<file path="src/rtl/sbox_feed_packer.sv">
// Repacks an MSB-first byte stream into 6-bit S-box input symbols, zero-padding the last one.
// Optional length trailer (two 6-bit symbols of byte_count) enabled by SBOX_FEED_LEN_TRAILER_EN.
module sbox_feed_packer #(
  parameter int LEN_W = 16
) (
  input  logic             clk,
  input  logic             rst,
  input  logic             in_valid,
  output logic             in_ready,
  input  logic [7:0]       in_data,
  input  logic             in_last,
  output logic             out_valid,
  input  logic             out_ready,
  output logic [5:0]       out_data,
  output logic             out_last,
  output logic [LEN_W-1:0] byte_count
);

`ifdef SBOX_FEED_LEN_TRAILER_EN
  typedef enum logic [1:0] {RUN, FLUSH, TRL_HI, TRL_LO} state_e;
`else
  typedef enum logic {RUN, FLUSH} state_e;
`endif

  state_e           state_q, state_d;
  logic [13:0]      bit_buf_q, bit_buf_d;
  logic [3:0]       fill_q, fill_d;
  logic [LEN_W-1:0] count_q, count_d;

  assign byte_count = count_q;

  always_comb begin
    state_d   = state_q;
    bit_buf_d = bit_buf_q;
    fill_d    = fill_q;
    count_d   = count_q;

    in_ready  = (state_q == RUN) && (fill_q <= 4'd5) && !rst;
    out_valid = (fill_q >= 4'd6) || ((state_q == FLUSH) && (fill_q != 4'd0));
    out_data  = bit_buf_q[13:8];
    out_last  = 1'b0;

`ifdef SBOX_FEED_LEN_TRAILER_EN
    if (state_q == TRL_HI) begin
      out_valid = 1'b1;
      out_data  = count_q[11:6];
    end else if (state_q == TRL_LO) begin
      out_valid = 1'b1;
      out_data  = count_q[5:0];
      out_last  = 1'b1;
    end
`else
    out_last = (state_q == FLUSH) && (fill_q <= 4'd6);
`endif

    // Bits below fill are always zero, so a byte can be OR-ed in right under them.
    if (in_valid && in_ready) begin
      bit_buf_d = bit_buf_q | ({in_data, 6'b000000} >> fill_q);
      fill_d    = fill_q + 4'd8;
      count_d   = count_q + LEN_W'(1);
      if (in_last) state_d = FLUSH;
    end

    if (out_valid && out_ready) begin
`ifdef SBOX_FEED_LEN_TRAILER_EN
      if (state_q == TRL_HI) begin
        state_d = TRL_LO;
      end else if (state_q == TRL_LO) begin
        state_d = RUN;
        count_d = '0;
      end else begin
        bit_buf_d = bit_buf_q << 6;
        fill_d    = (fill_q >= 4'd6) ? (fill_q - 4'd6) : 4'd0;
        if ((state_q == FLUSH) && (fill_d == 4'd0)) state_d = TRL_HI;
      end
`else
      bit_buf_d = bit_buf_q << 6;
      fill_d    = (fill_q >= 4'd6) ? (fill_q - 4'd6) : 4'd0;
      if (out_last) begin
        state_d = RUN;
        count_d = '0;
      end
`endif
    end
  end

  always_ff @(posedge clk) begin
    if (rst) begin
      state_q   <= RUN;
      bit_buf_q <= '0;
      fill_q    <= '0;
      count_q   <= '0;
    end else begin
      state_q   <= state_d;
      bit_buf_q <= bit_buf_d;
      fill_q    <= fill_d;
      count_q   <= count_d;
    end
  end

endmodule
</file>
<file path="config.mk">
export PLATFORM = sky130hd
export DESIGN_NAME = sbox_feed_packer
export DESIGN_NICKNAME = d
export VERILOG_FILES = /design/src/rtl/sbox_feed_packer.sv
export SDC_FILE = /design/constraint.sdc
export NUM_CORES = 1
export LEC_CHECK = 0
export BUFFER_PORTS_ARGS = -buffer_cell sky130_fd_sc_hd__buf_2
export CAP_MARGIN = 25
export CELL_PAD_IN_SITES_DETAIL_PLACEMENT = 0
export CELL_PAD_IN_SITES_GLOBAL_PLACEMENT = 1
export CORE_MARGIN = 3
export CORE_UTILIZATION = 30
export CTS_BUF_LIST = sky130_fd_sc_hd__clkbuf_4
export CTS_CLUSTER_DIAMETER = 30
export DETAILED_ROUTE_END_ITERATION = 7
export PLACE_DENSITY_LB_ADDON = 0.05
export SLEW_MARGIN = 10
export SYNTH_ARGS = -nofsm -noshare
export SYNTH_HDL_FRONTEND = slang
export SYNTH_SLANG_ARGS = --single-unit
</file>
<file path="constraint.sdc">
create_clock -name clk -period 1.7 [get_ports clk]
set_input_delay 0.17 -clock clk [delete_from_list [all_inputs] [get_ports clk]]
set_output_delay 0.17 -clock clk [all_outputs]
set_load 0.02 [all_outputs]
</file>
Word level (Yosys, flattened, before mapping)
Index checks and enable logic that the tools add are counted.
Widths: inputs -> output; s select.
{"block": "classes", "addsub": 3, "multipliers": 0, "div_mod_pow": 0, "order_cmp": 3, "eq_ne": 0, "shifts": 1, "muxes": 12, "n_bitwise": 2, "n_reduce_logical": 11}
{"cell": "$mux 16", "n": 3}
{"cell": "$mux 14", "n": 2}
{"cell": "$add 16x1->16 const B", "n": 1}
{"cell": "$or 14x14->14", "n": 1}
{"cell": "$shr 14x4->14", "n": 1}
{"cell": "$mux 4", "n": 3}
{"cell": "$le 4x3->1 const B", "n": 2}
{"cell": "$logic_and 1x1->1", "n": 6}
{"cell": "$add 4x4->4 const B", "n": 1}
{"cell": "$ge 4x3->1 const B", "n": 1}
{"cell": "$mux 1", "n": 4}
{"cell": "$reduce_bool 4->1", "n": 1}
{"cell": "$sub 4x3->4 const B", "n": 1}
{"cell": "$reduce_bool 2->1", "n": 1}
{"cell": "$reduce_or 2->1", "n": 1}
{"cell": "$logic_not 1->1", "n": 1}
{"cell": "$logic_or 1x1->1", "n": 1}
{"cell": "$not 1->1", "n": 1}
{"block": "totals", "register_bits": 35, "latch_bits": 0, "ram_bits": 0, "mem_bits_ro": 0, "inputBits": 13, "out_inout_bits": 25, "elab_cells": 37, "memories": 0}

Logic depth before layout (Yosys ltp)
{"block": "logic_depth", "ltp_word": 7, "depth_mapped": 6, "depth_no_buf": 5}

Least setup slack after synthesis
Ideal clock, no wire load.
{"block": "synth_path", "kind": "reg2reg", "from": "register state_q", "to": "register count_q[14], in the netlist byte_count[14]", "arrival_time_ps": 1716, "path_slack_ps": -75, "stages_incl_launch_ff": 5, "n_path_buf": 0, "path_cell_list": "dfxtp_1 > a2111oi_4 > nand4_4 > or4_1 > nand2_1"}
{"block": "synth_via", "elab_chain_len": 7, "word_cells_on_any_way": 11, "cone_classes": "mux (3); bitwise (1); reduce/logical (7)"}
{"element": "start, declared", "line": "25", "source": "state_e state_q, state_d;"}
{"element": "start signal, assigned", "line": "94", "source": "state_q <= state_d;"}
{"element": "$not 1->1 (*)", "line": "38", "source": "in_ready = (state_q == RUN) && (fill_q <= 4'd5) && !rst;"}
{"element": "$logic_and 1x1->1 (*) (2 in a row)", "line": "38"}
{"element": "net in_ready", "line": "9", "source": "output logic in_ready,"}
{"element": "$logic_and 1x1->1 (*)", "line": "57", "source": "if (in_valid && in_ready) begin"}
{"element": "$mux 16 (*)", "line": "57"}
{"element": "$mux 16", "line": "79", "source": "if (out_last) begin"}
{"element": "$mux 16 (*)", "line": "64", "source": "if (out_valid && out_ready) begin"}
{"element": "end signal, assigned", "line": "97", "source": "count_q <= count_d;"}
{"element": "end, declared", "line": "28", "source": "logic [LEN_W-1:0] count_q, count_d;"}
Mark *: on every way through the listed nets, which the timed path passes. The rest lies on a longest branch.
A chain may end at the register's enable or synchronous reset.

Worst setup path after layout
{"block": "layout_path", "from": "register fill_q[1]", "to": "register count_q[5], in the netlist byte_count[5]"}
{"block": "layout_via", "elab_chain_len": 7, "word_cells_on_any_way": 14, "cone_classes": "order compare (3); mux (3); reduce/logical (8)"}
{"element": "start, declared", "line": "27", "source": "logic [3:0] fill_q, fill_d;"}
{"element": "start signal, assigned", "line": "96", "source": "fill_q <= fill_d;"}
{"element": "$le 4x3->1", "line": "38"}
{"element": "$logic_and 1x1->1 (2 in a row)", "line": "38"}
{"element": "$logic_and 1x1->1", "line": "57"}
{"element": "$mux 16", "line": "57"}
{"element": "$mux 16", "line": "79"}
{"element": "$mux 16 (*)", "line": "64"}
Every way passes the cells marked *; elsewhere a longest branch is shown, timed or not.

==> results.py <==
metrics = {
    "synthesis": {
        "synth-seq-cells": 34,
        "yosysUniqueCellTypes": 43,
        "synth_fp_nets": 220,
        "synth_most_common_cell": "dfxtp_1",
        "synth_commonest_cells": "dfxtp_1 (34), a21oi_1 (23), nand2_1 (21), nor2_1 (17)",
        "synth-seq-area-share_pct": 38.8,
        "ys.flop_type": "dfxtp_1",
        "synth_area_leader_cell": "dfxtp_1",
        "ys_warn_count": 0,
        "syn_area_per_cell_um2": 8.56,
        "synth.top_cells.by_area": "dfxtp_1 (39%), a21oi_1 (6.6%), nand2_1 (4.5%)",
        "syn_inst": 205,
        "synth-edff-count": 0,
        "yosys.area.top_type_share_pct": 38.8,
        "synth_area_um2": 1760,
        "ys_async_sr_fraction_pct": 0,
    },
    "die": {
        "coreArea_um2": 5570,
        "chipHeight_um": 82.5,
        "dieArea_um2": 6810,
        "io-pin-count": 38,
        "die_x_um": 82.5,
        "rows": 27,
        "initial_core_util_pct": 31.5,
    },
    "critical_path": {
        "timing.rr.start": "fill_q[1]$_SDFFE_PP0P_",
        "r2r-end": "byte_count[5]$_SDFF_PP0_",
        "worstSetupStartpointType": "flop",
        "slowest_stage": "or4_1",
        "cp-end-kind": "flop",
        "crit_chain": "buf_4 -> or2_2 -> a21o_1 -> or4_1 -> nand2_1",
        "cp.arrival_ns": 1.92,
        "r2r_cells": 5,
        "worst-setup-path-type": "flop to flop",
        "r2r_slack_ns": 0.05,
        "cp_max_fo": 5,
        "cp.required_ns": 1.98,
        "max_stage_delay_ns": 0.50,
    },
    "routing": {
        "wire_per_inst_um": 14.6,
        "drcViolationCount": 0,
        "ant_nets": 0,
        "viasPerCell": 5.11,
        "wl_um": 4870,
        "firstDrtPassIters": 4,
        "route.vias.total": 1706,
        "first_iter_violations": 76,
    },
    "hold_path": {
        "hp-class": "input port to flop",
        "hold_depth": 3,
        "min_from": "in_last",
        "min_to": "state_q$_SDFF_PP0_",
    },
    "final_layout": {
        "fillers": 591,
        "diodes": 0,
        "drive_above_1_share_pct": 34.7,
        "instances_no_fill": 334,
        "fin_area_um2": 2260,
        "nNetsFinal": 277,
        "area_growth_pct": 29.0,
    },
    "status": {
        "outcome": "finished clean",
    },
    "timing": {
        "setup_violations": 0,
        "holdWs_ns": 0.0848,
        "relSlewSlack_pct": 76.0,
        "fmax_mhz": 608,
        "rsz0062_at_grt": "yes",
        "fin_crit_sh_pct": 96.8,
        "tightestPinTransition_ns": 0.357,
        "fin_ws_ns": 0.0541,
        "skew_ns": 0.00737,
        "slew_violations": 0,
        "post-route-min-period_ns": 1.65,
        "finalHoldViolCount": 0,
    },
    "clock_tree": {
        "cts_tree": "done",
        "clock_path_buffers": 2,
        "cts_sinks": 34,
        "cts_buffers": 5,
        "path_clk_slew_ns": 0.11,
        "hold_buffers": 0,
        "clock_latency_ns": 0.33,
        "clock-root-buffer": "clkbuf_4",
        "cts.htree.levels": 2,
    },
    "global_routing": {
        "grt_start_max_net_pins": 14,
        "grt.overflow.total": 0,
        "grt_pass1_wl_um": 7780,
        "grt_use_total_pct": 15.3,
        "grt_pass1_vias": 1625,
        "antenna_found_initial": 0,
    },
    "pwr": {
        "intPower_uw": 1130,
        "pwr-share-clk_pct": 29.3,
        "p_per_area_nw_per_um2": 685,
        "peakVddDrop_v": 0.000257,
        "leakage_uw": 0.000956,
        "switchingPower_uw": 423,
        "sw_frac_of_total_pct": 27.3,
        "pwr-share-comb_pct": 17.1,
        "seq_power_share_pct": 53.7,
    },
    "placement": {
        "hpwl_um": 3690,
        "dp.cells": 319,
        "dpl_cell_area_um2": 2110,
        "port_buffers": 37,
        "place_ws_ns": 0.0144,
        "gp_congestion": 0.858,
    },
    "flow_run": {
        "maxCapViolations": 0,
    },
}
==> worst max-delay path by stage <==
| stage | startpoint | end | slack (ns) | depth (start not counted) |
|---|---|---|---|---|
| final | fill_q[1]$_SDFFE_PP0P_ | byte_count[5]$_SDFF_PP0_ | 0.05 | 5 |
| after global routing | fill_q[1]$_SDFFE_PP0P_ | byte_count[5]$_SDFF_PP0_ | -0.007 | 5 |
| after CTS | fill_q[2]$_SDFFE_PP0P_ | in_ready | 0.0002 | 3 |
| after detailed placement | fill_q[1]$_SDFFE_PP0P_ | byte_count[14]$_SDFF_PP0_ | 0.01 | 4 |
| after global placement | state_q$_SDFF_PP0_ | bit_buf_q[10]$_SDFFE_PP0N_ | 0.03 | 4 |
| after floorplan | fill_q[1]$_SDFFE_PP0P_ | byte_count[14]$_SDFF_PP0_ | -0.01 | 4 |
==> layout by cell type, fill, tap and decap left out, drive strengths merged, types with 2 or more instances in the layout <==
cell type	count
clkbuf	7
or2	3
nor3	2
a21oi	23
a22oi	7
inv	8
nand2	21
nor2	17
o31ai	3
xor2	3
and3b	2
or3	3
mux2	2
and3	6
nand3b	6
mux4	2
dfxtp	34
mux2i	4
nand4	2
xnor2	3
or4	4
buf	64
o21ai	9
and2	2
nand2b	3
a32oi	2
ha	2
nand3	6
o211ai	2
==> final cells by class <==
class	instances	area [um2]	area share [%]
Multi-Input combinational cell	149	987	43.6
Sequential cell	34	692	30.6
Timing Repair Buffer	64	413	18.2
Tap cell	72	90.1	3.98
Clock buffer	7	52.6	2.32
Inverter	8	30.0	1.33
==> stage by stage <==
| step | setup TNS (ns) | util [%] | total power [uW] |
|---|---|---|---|
| 3_5_place_dp | 0 | 37.8 | 1090 |
| 4_1_cts | 0 | 39.9 | 1560 |
| 5_1_grt | -0.0107 | 40.6 | 1640 |
| 6_report | 0 | 40.6 | 1550 |
| 2_1_floorplan | -0.0113 | - | 1000 |
| 3_3_place_gp | 0 | 37.8 | 1090 |
==> kinds of logic after synthesis <==
family,after synthesis,synth area share [%]
buffers and inverters,22,6.13
adder cells (fa/ha/maj),3,2.00
AO/OA/AOI/OAI,52,19.2
AND/OR/NAND/NOR,80,24.8
multiplexers,8,6.13
XOR/XNOR,6,2.99
flip-flops,34,38.8
==> worst max-delay path: cells and delay by family (launching register included) <==
kind	cells	cell delay, ns
AOI/OAI and AO/OA	1	0.22
buffers and inverters	1	0.14
DFF	1	0.38
and+or+nand+nor	3	0.85
==> routing by layer <==
layer | GRT usage, % | wire length (um)
met5 | 0 | 0
met3 | 4.77 | 271
met1 | 17.2 | 2090
met2 | 26.8 | 2390
met4 | 6.05 | 108
==> power by group through the flow <==
stage	registers (uW)	clock network, uW	logic (uW)
floorplan	856	0	148
global placement	856	0	236
detailed placement	857	0	237
CTS	833	475	257
global route	836	515	289
finish	832	454	265
==> state kept, by name (all words and copies together), names as in the netlist <==
| name | cells |
|---|---|
| state_q | 1 |
| bit_buf_q | 14 |
| byte_count | 16 |
| fill_q | 3 |
==> timing repair <==
item,CTS,global route
buffers inserted,7,1
cloned,0,0
pin swaps,2,4
setup endpoints to repair,5,7
hold endpoints to repair,0,0
gates resized for setup,7,10
(Power assumes the default switching activity.)
